--- src/rtl/dxy_corner_fetch.sv ---
// Dxy corner fetcher: turns one (x, y, s) Hessian request into 16 sequential
// integral-image reads and presents the corners A..P with a single valid pulse.
module dxy_corner_fetch #(
  parameter int DATA_WIDTH = 28,
  parameter int ADDR_W     = 16,
  parameter int COORD_W    = 10,
  parameter int S_W        = 6,
  parameter int IMG_W      = 64,
  parameter int IMG_H      = 64,
  parameter int RD_LAT     = 1
) (
  input  logic                  clk,
  input  logic                  rst_n,
  input  logic                  req_valid,
  output logic                  req_ready,
  input  logic [COORD_W-1:0]    req_x,
  input  logic [COORD_W-1:0]    req_y,
  input  logic [S_W-1:0]        req_s,
  output logic                  rd_en,
  output logic [ADDR_W-1:0]     rd_addr,
  input  logic [DATA_WIDTH-1:0] rd_data,
  output logic [DATA_WIDTH-1:0] A, B, C, D, E, F, G, H,
  output logic [DATA_WIDTH-1:0] I, J, K, L, M, N, O, P,
  output logic                  dout_valid,
  output logic                  err
);

  localparam int CW = ((COORD_W > S_W) ? COORD_W : S_W) + 2;
  localparam logic [CW-1:0]     ONE        = CW'(1);
  localparam logic [CW-1:0]     X_MAX      = CW'(IMG_W - 1);
  localparam logic [CW-1:0]     Y_MAX      = CW'(IMG_H - 1);
  localparam logic [ADDR_W-1:0] ROW_STRIDE = ADDR_W'(IMG_W);

  typedef enum logic [1:0] {IDLE = 2'd0, ISSUE = 2'd1, DRAIN = 2'd2} state_t;

  state_t                  state_q;
  logic [ADDR_W-1:0]       row_base_q [4];
  logic [ADDR_W-1:0]       col_q      [4];
  logic [ADDR_W-1:0]       row_base_d [4];
  logic [ADDR_W-1:0]       col_d      [4];
  logic [CW-1:0]           row_s      [4];
  logic [CW-1:0]           col_s      [4];
  logic [CW-1:0]           x_s, y_s, s_s;
  logic [4:0]              issue_cnt_q;
  logic [3:0]              cap_cnt_q;
  logic [RD_LAT-1:0]       vld_pipe_q;
  logic                    rd_en_q, dout_valid_q, err_q;
  logic                    accept_s, reject_s;
  logic [ADDR_W-1:0]       rd_addr_q, issue_addr_s;
  logic [DATA_WIDTH-1:0]   corner_q [16];

  // Request decode: bounds check and the four row bases / columns of the corner grid.
  always_comb begin
    x_s      = CW'(req_x);
    y_s      = CW'(req_y);
    s_s      = CW'(req_s);
    accept_s = req_valid && (state_q == IDLE);
    reject_s = (s_s == '0) || (x_s < s_s + ONE) || (y_s < s_s + ONE) ||
               (x_s + s_s > X_MAX) || (y_s + s_s > Y_MAX);
    row_s[0] = y_s - s_s - ONE;
    row_s[1] = y_s - ONE;
    row_s[2] = y_s;
    row_s[3] = y_s + s_s;
    col_s[0] = x_s - s_s - ONE;
    col_s[1] = x_s - ONE;
    col_s[2] = x_s;
    col_s[3] = x_s + s_s;
    for (int i = 0; i < 4; i++) begin
      row_base_d[i] = ADDR_W'(row_s[i]) * ROW_STRIDE;
      col_d[i]      = ADDR_W'(col_s[i]);
    end
  end

  // Index k walks A..P: bits {k[1],k[2]} pick the row, bits {k[3],k[0]} pick the column.
  always_comb begin
    issue_addr_s = row_base_q[{issue_cnt_q[1], issue_cnt_q[2]}] +
                   col_q[{issue_cnt_q[3], issue_cnt_q[0]}];
  end

  // Control FSM, read issue, capture pipeline and registered outputs.
  always_ff @(posedge clk) begin
    if (!rst_n) begin
      state_q      <= IDLE;
      rd_en_q      <= 1'b0;
      rd_addr_q    <= '0;
      dout_valid_q <= 1'b0;
      err_q        <= 1'b0;
      issue_cnt_q  <= 5'd0;
      cap_cnt_q    <= 4'd0;
      vld_pipe_q   <= '0;
      for (int i = 0; i < 4; i++) begin
        row_base_q[i] <= '0;
        col_q[i]      <= '0;
      end
      for (int i = 0; i < 16; i++) begin
        corner_q[i] <= '0;
      end
    end else begin
      err_q        <= 1'b0;
      dout_valid_q <= 1'b0;
      vld_pipe_q   <= RD_LAT'({vld_pipe_q, rd_en_q});
      if (vld_pipe_q[RD_LAT-1]) begin
        corner_q[cap_cnt_q] <= rd_data;
        cap_cnt_q           <= cap_cnt_q + 4'd1;
      end
      case (state_q)
        IDLE: begin
          if (accept_s && reject_s) begin
            err_q <= 1'b1;
          end else if (accept_s) begin
            state_q     <= ISSUE;
            rd_en_q     <= 1'b1;
            rd_addr_q   <= row_base_d[0] + col_d[0];
            row_base_q  <= row_base_d;
            col_q       <= col_d;
            issue_cnt_q <= 5'd1;
          end
        end
        ISSUE: begin
          if (issue_cnt_q == 5'd16) begin
            rd_en_q   <= 1'b0;
            rd_addr_q <= '0;
            state_q   <= DRAIN;
          end else begin
            rd_addr_q   <= issue_addr_s;
            issue_cnt_q <= issue_cnt_q + 5'd1;
          end
        end
        DRAIN: begin
          if (vld_pipe_q[RD_LAT-1] && (cap_cnt_q == 4'd15)) begin
            dout_valid_q <= 1'b1;
            state_q      <= IDLE;
          end
        end
        default: state_q <= IDLE;
      endcase
    end
  end

  assign req_ready  = (state_q == IDLE);
  assign rd_en      = rd_en_q;
  assign rd_addr    = rd_addr_q;
  assign dout_valid = dout_valid_q;
  assign err        = err_q;
  assign A = corner_q[0];   assign B = corner_q[1];
  assign C = corner_q[2];   assign D = corner_q[3];
  assign E = corner_q[4];   assign F = corner_q[5];
  assign G = corner_q[6];   assign H = corner_q[7];
  assign I = corner_q[8];   assign J = corner_q[9];
  assign K = corner_q[10];  assign L = corner_q[11];
  assign M = corner_q[12];  assign N = corner_q[13];
  assign O = corner_q[14];  assign P = corner_q[15];

endmodule

--- config.mk ---
export PLATFORM = sky130hd
export DESIGN_NAME = dxy_corner_fetch
export DESIGN_NICKNAME = d
export VERILOG_FILES = /design/src/rtl/dxy_corner_fetch.sv
export SDC_FILE = /design/constraint.sdc
export NUM_CORES = 1
export LEC_CHECK = 0
export ABC_AREA = 0
export CELL_PAD_IN_SITES_DETAIL_PLACEMENT = 0
export CELL_PAD_IN_SITES_GLOBAL_PLACEMENT = 1
export CORE_AREA = 2 2 290 235
export DETAILED_ROUTE_END_ITERATION = 7
export DIE_AREA = 0 0 292 237
export GPL_ROUTABILITY_DRIVEN = 0
export PLACE_DENSITY_LB_ADDON = 0.2
export SYNTH_ARGS = -nofsm -noshare
export SYNTH_HDL_FRONTEND = slang
export SYNTH_SLANG_ARGS = --single-unit
--- constraint.sdc ---
create_clock -name clk -period 4.2 [get_ports clk]
set_input_delay 0.84 -clock clk [delete_from_list [all_inputs] [get_ports clk]]
set_output_delay 0.84 -clock clk [all_outputs]
set_load 0.02 [all_outputs]
Word-level counts from Yosys, hierarchy flattened
Memory sizes are Yosys's and may differ from the RTL's.
Cells that the tools add are included.
{ "totals": {"inputBits": 57, "output_inout_bits": 468, "n_memories": 1, "mem_bits_rw": 448, "reg_bits": 117} }
{ "mem_list": {"columns": ["name", "depth", "word_bits", "read_ports", "rd_clocked_by_memory_dff", "write_ports", "line_no", "source"], "rows": [
  ["corner_q", 16, 28, 16, 0, 16, "50", "logic [DATA_WIDTH-1:0] corner_q [16];"]
]} }
{ "op_classes": {"n_reduce_logical": 18, "order_cmp": 6, "n_bitwise": 3, "add_sub_neg": 13, "eq_ne": 9, "muxes": 32} }
{ "ops": {"columns": ["cell", "n"], "rows": [
  ["$mux 16", 7],
  ["$bmux 16 s2", 2],
  ["$pmux 16 s2", 1],
  ["$mux 28", 1],
  ["$reduce_or 28->1", 1],
  ["$gt 12x6->1 const B", 2],
  ["$add 10x6->11", 2],
  ["$add 16x12->16", 1],
  ["$add 16x16->16", 1],
  ["$mux 5", 3],
  ["$lt 10x12->1", 1],
  ["$reduce_and 4->1", 3],
  ["$sub 11x2->12 const B", 1],
  ["$sub 10x1->11 const B", 1],
  ["$sub 10x6->11", 1],
  ["$lt 10x7->1", 1],
  ["$mux 1", 10],
  ["$pmux 5 s2", 1],
  ["$sub 10x1->10 const B", 1],
  ["$sub 10x2->10 const B", 1],
  ["$sub 10x6->10", 1],
  ["$mux 2", 4],
  ["$ne 2x2->1 const B", 4],
  ["$add 6x1->7 const B", 1],
  ["20 further kinds", 29]
]} }

Longest topological paths before layout
{ "depth": {"ltp_word": 9, "depth_mapped": 21, "mapped_depth_nobuf": 21} }

Worst setup path after synthesis
Ideal clock, no wire load.
{ "synth_timing": {"path_kind": "input to register", "from": "in req_x[0]", "to": "reg rd_addr_q[12], in the netlist rd_addr[12]", "path_stages": 21, "path_buffers": 0, "arrival_time_ps": 4260, "slack_ps": -191, "path_cell_list": "inv_1 > ha_1 > inv_1 > fa_1 > a211oi_1 > nor2_1 > o311ai_0 > nand3_1 > and2_1 > xnor2_1 > ha_1 > inv_1 > fa_1 > inv_1 > a21o_1 > nor2_1 > or4_1 > nand3_1 > xnor2_1 > a22oi_1 > a21oi_1"} }
{ "synth_rtl": {"columns": ["item", "line_no", "source"], "rows": [
  ["from (decl)", "16", "input logic [COORD_W-1:0] req_x,"],
  ["to (signal assigned)", "113", "rd_addr_q <= row_base_d[0] + col_d[0];"],
  ["to (signal assigned)", "125", "rd_addr_q <= issue_addr_s;"],
  ["to (decl)", "49", "logic [ADDR_W-1:0] rd_addr_q, issue_addr_s;"]
]} }

Final worst setup path
{ "layout_timing": {"from": "in req_x[0]", "to": "reg rd_addr_q[12], in the netlist rd_addr[12]"} }
{ "layout_between": {"elab_chain_len": 8, "elab_cells_between_ends": 16, "cone_classes": "add/sub: 4; order compare: 2; eq/ne: 1; mux: 3; reduce/logical: 6"} }
{ "layout_lines": {"columns": ["item"], "rows": [
  ["branches (longest 8 deep; another with $add 16x12->16)"]
]} }
Parallel ways; which one is timed is not known. The select of a mux whose other input is x is not followed.
A chain may end at the register's enable or synchronous reset.

==> flow_summary.yaml <==
sta:
  drv_slew: 0
  finClkSkew_ns: 0.0228
  hold_slack_ns: 0.450
  hold_violations: 0
  setup_viol: 0
  post-route-min-period_ns: 4.08
  fmax_mhz: 245
  setup_slack_ns: 0.121
  slew_headroom_pct: 16.0
  fin_crit_sh_pct: 97.1
  worst_pin_slew_ns: 1.26
clocking:
  clkTransAtPathRegs_ns: 0.07
  htreeDepth: 2
  clock_path_buffers: 3
  cts_buffers: 59
  cts_tree: "built"
  cts_hold_buf: 0
  root_buffer: "clkbuf_16"
  clock_latency_ns: 0.62
  clock-sinks: 563
setup_path:
  r2r_cells: 13
  path_cells: "clkbuf_2 -> inv_8 -> ha_4 -> inv_2 -> fa_2 -> a21o_1 -> a21oi_2 -> o21ai_2 -> xor2_2 -> buf_4 -> and3_1 -> xor2_1 -> buf_4 -> fa_2 -> inv_1 -> a21o_1 -> nor2_1 -> or4_4 -> nand3_4 -> xnor2_1 -> a22oi_1 -> a21oi_1"
  r2r_setup_slack_ns: 0.78
  r2r-start: "issue_cnt_q[2]"
  required_ns: 4.74
  crit_buf_inv: 6
  cp_top_family: "adder cells"
  cp_slowest_cell: "or4_4"
  max_stage_delay_ns: 0.57
  rr_endpoint: "rd_addr[14]"
  crit_path_end_kind: "flip-flop"
  critical_path_class: "in -> reg"
  crit_path_start_kind: "primary input"
  crit_arrival_ns: 4.62
  path_max_fanout: 4
  cp.depth: 22
cells_and_area:
  fin_util_pct: 50.5
  nNetsFinal: 2666
  fin_cells: 3465
  drive_gt1_share_pct: 13.6
  area_growth_pct: 38.5
hold_path:
  whs_endpoint: "col_q[20]"
  hold_path_startpoint: "col_q[20]"
  min_path_cells: 2
  hold_class: "reg -> reg"
flow_run:
  cap_violations: 0
pwr:
  pwr-share-comb_pct: 11.8
  seqPwrFrac_pct: 47.7
  pwr_density_cell_nw_per_um2: 386
  cellInternalPower_mw: 9.75
  p_sw_share_pct: 24.9
  p_clk_share_pct: 40.5
  switching_power_mw: 3.23
  p_leak_nw: 14.2
  max-vdd-ir-drop_uv: 286
logic_synthesis:
  syn_area_per_cell_um2: 12.4
  synth_edf_count: 448
  yosys_register_bits: 563
  ys_warn_count: 0
  syn-num-nets: 2078
  synth_seq_area_share_pct: 64.9
  synthesis.area_um2: 24300
  synthCells: 1955
  yosysUniqueCellTypes: 69
  synth-main-ff-cell: "edfxtp_1"
  async_flop_share_pct: 0
detailed_routing:
  drt-total-wl_um: 88300
  ant_nets: 0
  drtIter0Drc: 1814
  drc: 0
  wl_per_cell_um: 25.5
  vias_per_cell: 5.28
  first_pass_iters: 5
  via_count: 18300
placement:
  dp.cells: 3347
  dp_slack_ns: -0.795
  io_buffers: 524
  dpl.hpwl_um: 60500
die:
  num_io_pins: 525
  initial_core_util_pct: 36.5
  design.core.area_um2: 66500
  die_height_um: 237
  fp.dieW_um: 292
  std_cell_rows: 85
  fp.dieArea_um2: 69200
global_route:
  overflow: 0
  grt_pass1_wl_um: 127000
  track_usage_pct: 24.9
  grt_start_max_net_pins: 111
  grt_pass1_vias: 17900
  antenna_found_initial: 6
outcome:
  run_status: "completed"
==> sequential cells by signal, indices dropped and copies added, names as in the netlist <==
signal       flops
err              1
rd_en            1
vld_pipe_q       1
corner_q       448
issue_cnt_q      5
col_q           44
cap_cnt_q        4
dout_valid       1
state_q          2
rd_addr         16
row_base_q      40
==> cells in the mapped netlist (all sizes together) (3+ instances only) <==
cell	n	area share, %
nor2	66	1.0
o21ai	40	0.83
nor4	4	0.10
and3	469	12
xor2	22	0.79
fa	6	0.50
or4	4	0.12
buf	16	0.31
a211oi	9	0.28
a31oi	4	0.10
or3	9	0.23
o2111ai	4	0.14
a21oi	100	2.1
nor2b	9	0.23
nand2	167	2.6
a21o	17	0.53
nand2b	12	0.31
a22oi	6	0.19
mux2i	4	0.17
o21bai	6	0.19
mux4	20	1.9
o21a	4	0.12
a2111oi	3	0.21
dfxtp	115	9.5
inv	42	0.65
ha	60	3.1
nand3	16	0.33
nor3	18	0.37
edfxtp	448	55
nand4	4	0.10
or2	3	0.077
and2	11	0.28
clkbuf	164	2.5
xnor2	39	1.4
==> worst reg2reg max path, cell delays in order, from the launching register on <==
cell and delay, ns:
dfxtp_1 0.75, mux4_2 0.59, ha_1 0.27, fa_1 0.42
a21oi_1 0.19, nor2_1 0.05, nor2_1 0.16, nor2b_1 0.07
o21ai_0 0.17, nand2b_1 0.11, nand3_1 0.09, xnor2_1 0.09
a22oi_1 0.19, a21oi_1 0.10
==> through the flow <==
stage	instance area (um2)	setup TNS, ns	power, mW
after floorplan	24400	-0.0444	6.95
after global placement	31500	-46.49	7.80
after detailed placement	31500	-50.37	7.80
after CTS	33400	0	13.0
after global routing	33600	-0.0414	13.4
final	33600	0	13.0
==> layout make-up <==
type | instances | area [um2]
inverters | 43 | 169
fillers | 5696 | 32900
clock inverters | 41 | 380
flip-flops and latches | 563 | 15800
repair buffers | 707 | 6690
well taps | 870 | 1090
multi-input cells | 1169 | 7960
clock buffers | 70 | 1540
diodes | 2 | 5.00
==> worst max path at each step <==
| stage | slack, ns | endpoint | from |
|---|---|---|---|
| floorplan | -0.04 | rd_addr[12] | req_s[3] |
| global placement | -0.74 | rd_addr[12] | req_x[0] |
| detailed placement | -0.79 | rd_addr[12] | req_x[0] |
| CTS | 0.002 | rd_addr[12] | req_s[5] |
| global route | -0.04 | rd_addr[12] | req_x[0] |
| finish | 0.12 | rd_addr[12] | req_x[0] |
==> layer usage <==
| layer | track usage [%] | vias to the layer above | part of all wire (%) |
|---|---|---|---|
| met3 | 4.98 | 138 | 7.3 |
| met4 | 8.40 | 0 | 3.5 |
| met2 | 40.1 | 749 | 47 |
| met5 | 0 | - | 0 |
| li1 | - | 8306 | - |
| met1 | 33.8 | 9089 | 42 |
==> cells in the final DEF (no fill, tap or decap), types with 10 or more instances in the layout <==
cell             instances
a21o_1                  17
a21oi_1                 97
and3_1                 469
buf_4                  178
clkbuf_1                10
clkbuf_16               60
clkdlybuf4s50_1        512
clkinv_1                15
dfxtp_1                115
edfxtp_1               448
ha_1                    50
inv_1                   33
mux4_2                  20
nand2_1                163
nand2b_1                12
nand3_1                 13
nor2_1                  62
nor3_1                  18
o21ai_0                 33
xnor2_1                 38
xor2_1                  20
==> what timing repair did <==
| item | CTS | global route |
|---|---|---|
| resized for setup | 7 | 37 |
| setup buffers | 0 | 5 |
| pin swaps | 4 | 17 |
| endpoints found under the setup margin | 4 | 19 |
==> power groups by stage <==
stage	clock [mW]	combinational [mW]	sequential [mW]
2_1_floorplan	0	0.439	6.52
3_3_place_gp	0	1.49	6.31
3_5_place_dp	0	1.49	6.32
4_1_cts	5.33	1.49	6.20
5_1_grt	5.53	1.62	6.21
6_report	5.25	1.53	6.20
==> logic make-up (layout without fill, tap and decap cells) <==
group | Yosys count | in the layout | share of synthesized area [%]
buffers and inverters | 223 | 861 | 3.52
multiplexers | 24 | 24 | 2.02
XOR/XNOR | 61 | 61 | 2.20
other | 0 | 2 | 0
flip-flops | 563 | 563 | 64.9
AND/OR/NAND/NOR | 801 | 801 | 18.2
AO/OA/AOI/OAI | 217 | 217 | 5.53
adder cells (fa/ha/maj) | 66 | 66 | 3.59
Note: power is estimated with default switching activity, not from simulation.
==> RTL change, RTL diff (config.mk and constraints unchanged) <==
Register the output `err` once more, with the module's reset; this adds one clock of latency there. The other outputs are not delayed to match.
--- a/src/rtl/dxy_corner_fetch.sv
+++ b/src/rtl/dxy_corner_fetch.sv
@@ -142,5 +142,11 @@
   assign rd_addr    = rd_addr_q;
   assign dout_valid = dout_valid_q;
-  assign err        = err_q;
+  always_ff @(posedge clk) begin
+    if (!rst_n) begin
+      err <= '0;
+    end else begin
+      err <= err_q;
+    end
+  end
   assign A = corner_q[0];   assign B = corner_q[1];
   assign C = corner_q[2];   assign D = corner_q[3];
Function: changed (a bounded check fails within 4 cycles, from zero or initial values and one cycle with rst_n low).
==> RTL change against the original RTL <==
Worst setup slack got worse by 0.96 ps; clock skew rose by 17 ps; routed wire length fell by 1.9%; utilization rose by 0.19 points; via count fell by 0.61%; total power fell by 2.2%; non-clock buffer count rose by 25; area after synthesis rose by 0.34%; sequential cell count rose by 1; final area rose by 0.38%.
==> RTL change: results (changes against the original RTL) <==
[logic_synthesis]
synthTopCellsByArea=edfxtp_1 55%, and3_1 12%, dfxtp_1 9.5%
synth_common_cells=467 x and3_1, 448 x edfxtp_1, 162 x clkbuf_1
synth.avg_cell_area_um2=12.6  ; +1.6%
synthAdderAreaFrac_pct=3.62  ; +0.034 points
synth_mux_area_share_pct=2.10  ; +0.075 points
syn-num-nets=2053  ; -1.2%
synthXorXnorAreaFrac_pct=2.33  ; +0.13 points
synth_seq_area_share_pct=64.8  ; -0.13 points
synth_compound_area_share_pct=5.59  ; +0.059 points

[final_layout]
drive_gt1_share_pct=14.5  ; +0.92 points
stdcell_count=3461  ; -0.12%
fin_nets=2664  ; -0.075%
top_regs=corner_q: 448 flops, col_q: 44 flops, row_base_q: 40 flops

[timing]
skew_ps=39.7  ; +16.9 ps
relSlewSlack_pct=17.9  ; +1.9 points

[run_status]
status=finished, final reports clean

[clock_network]
clk_pin_slew_ps=60
clockRootBuffer=clkbuf_16
htree_levels=2  ; unchanged
cts_made_buffers=58  ; -1.7%

[grt]
grt_pass1_vias=17758  ; -0.64%
track_usage_pct=24.4  ; -0.50 points
grt_max_degree=87  ; -22%
grt_pass1_wl_um=124000  ; -2.3%
antenna_found_initial=10  ; +4

[routing]
via_count=18171  ; -0.61%
drt_iter0_markers=1597  ; -12%
firstDrtPassIters=7  ; +2
drt_wl_total_um=86600  ; -1.9%

[pwr]
ir_drop_mv=0.329  ; +15%
p_leak_uw=0.0141  ; -0.55%

[placement]
post-place-cells=3335  ; -0.36%
place_hpwl_um=60200  ; -0.65%

[critical_path]
cp.arrival_ps=4620  ; about the same
r2r_slack_ps=860  ; +80 ps
cp_max_fo=3  ; -1

[min_path]
hp-class=flop to flop

## RTL change: cells by family (layout without fill, tap and decap cells)
family                   after synthesis  in the layout
adder cells (fa/ha/maj)               67             67
multiplexers                          26             26
AND/OR/NAND/NOR                      780            780
AO/OA/AOI/OAI                        204            204
buffers and inverters                225            882
other                                  0              4
flip-flops                           564            564
XOR/XNOR                              64             64
## RTL change: worst paths after layout
kind / cells past startpoint / from / endpoint
worst max-delay path: 22 / req_x[0] / rd_addr[11]
worst min-delay path: 2 / row_base_q[8] / row_base_q[8]
worst max register to register: 12 / issue_cnt_q[2] / rd_addr[15]
worst min register to register: 2 / row_base_q[8] / row_base_q[8]
## RTL change: timing repair
item | in CTS | in global routing
buffers inserted | 7 | 9
resized for setup | 8 | 44
hold buffers | 0 | 0
pin swaps | 9 | 21
setup endpoints to repair | 5 | 16
## RTL change: worst max-delay path: stages
cell,delay (ps)
buf_2,120
inv_4,70
ha_4,130
inv_1,50
fa_2,370
a21oi_4,200
o21bai_4,90
xnor2_2,160
a211o_1,280
nor3_4,230
xor2_1,230
inv_1,80
ha_1,270
a21o_1,190
a21oi_2,160
nand2b_4,160
a21oi_1,40
mux2i_1,210
nand3_1,170
xnor2_1,160
o221ai_1,210
o211a_1,180
## RTL change: final cells by class
class	count	area [µm²]
Timing Repair Buffer	732	6880
Clock inverter	33	235
Antenna cell	4	10.0
Fill cell	5691	32800
Clock buffer	73	1540
Multi-Input combinational cell	1141	8020
Tap cell	870	1090
Inverter	44	168
Sequential cell	564	15800
## RTL change: routing by layer
| metal | wire length [µm] | vias up | global-route usage, % |
|---|---|---|---|
| met5 | 0 | - | 0 |
| met4 | 3360 | 0 | 9.33 |
| met3 | 6440 | 160 | 4.65 |
| met2 | 39800 | 815 | 38.7 |
| met1 | 37000 | 8869 | 33.3 |
| li1 | - | 8327 | - |
## RTL change: power by group
group | switching (µW) | total, µW | leakage [µW] | internal [µW]
Sequential | 49.3 | 6210 | 0.00556 | 6160
Combinational | 916 | 1580 | 0.00772 | 662
Clock | 2190 | 4900 | 0.000873 | 2710
## RTL change: per-stage QoR
step           setup slack [ps]  utilization [%]  setup TNS [ps]  hold slack (ps)  cell area (µm²)
3_5_place_dp               -728             47.6          -17840              443            31600
6_report                    120             50.7               0              451            33700
3_3_place_gp               -683             47.6          -14750              442            31600
2_1_floorplan             -83.9                -           -83.9              412            24400
5_1_grt                   -70.3             50.7           -95.2              473            33700
4_1_cts                    28.8             50.4               0              451            33500
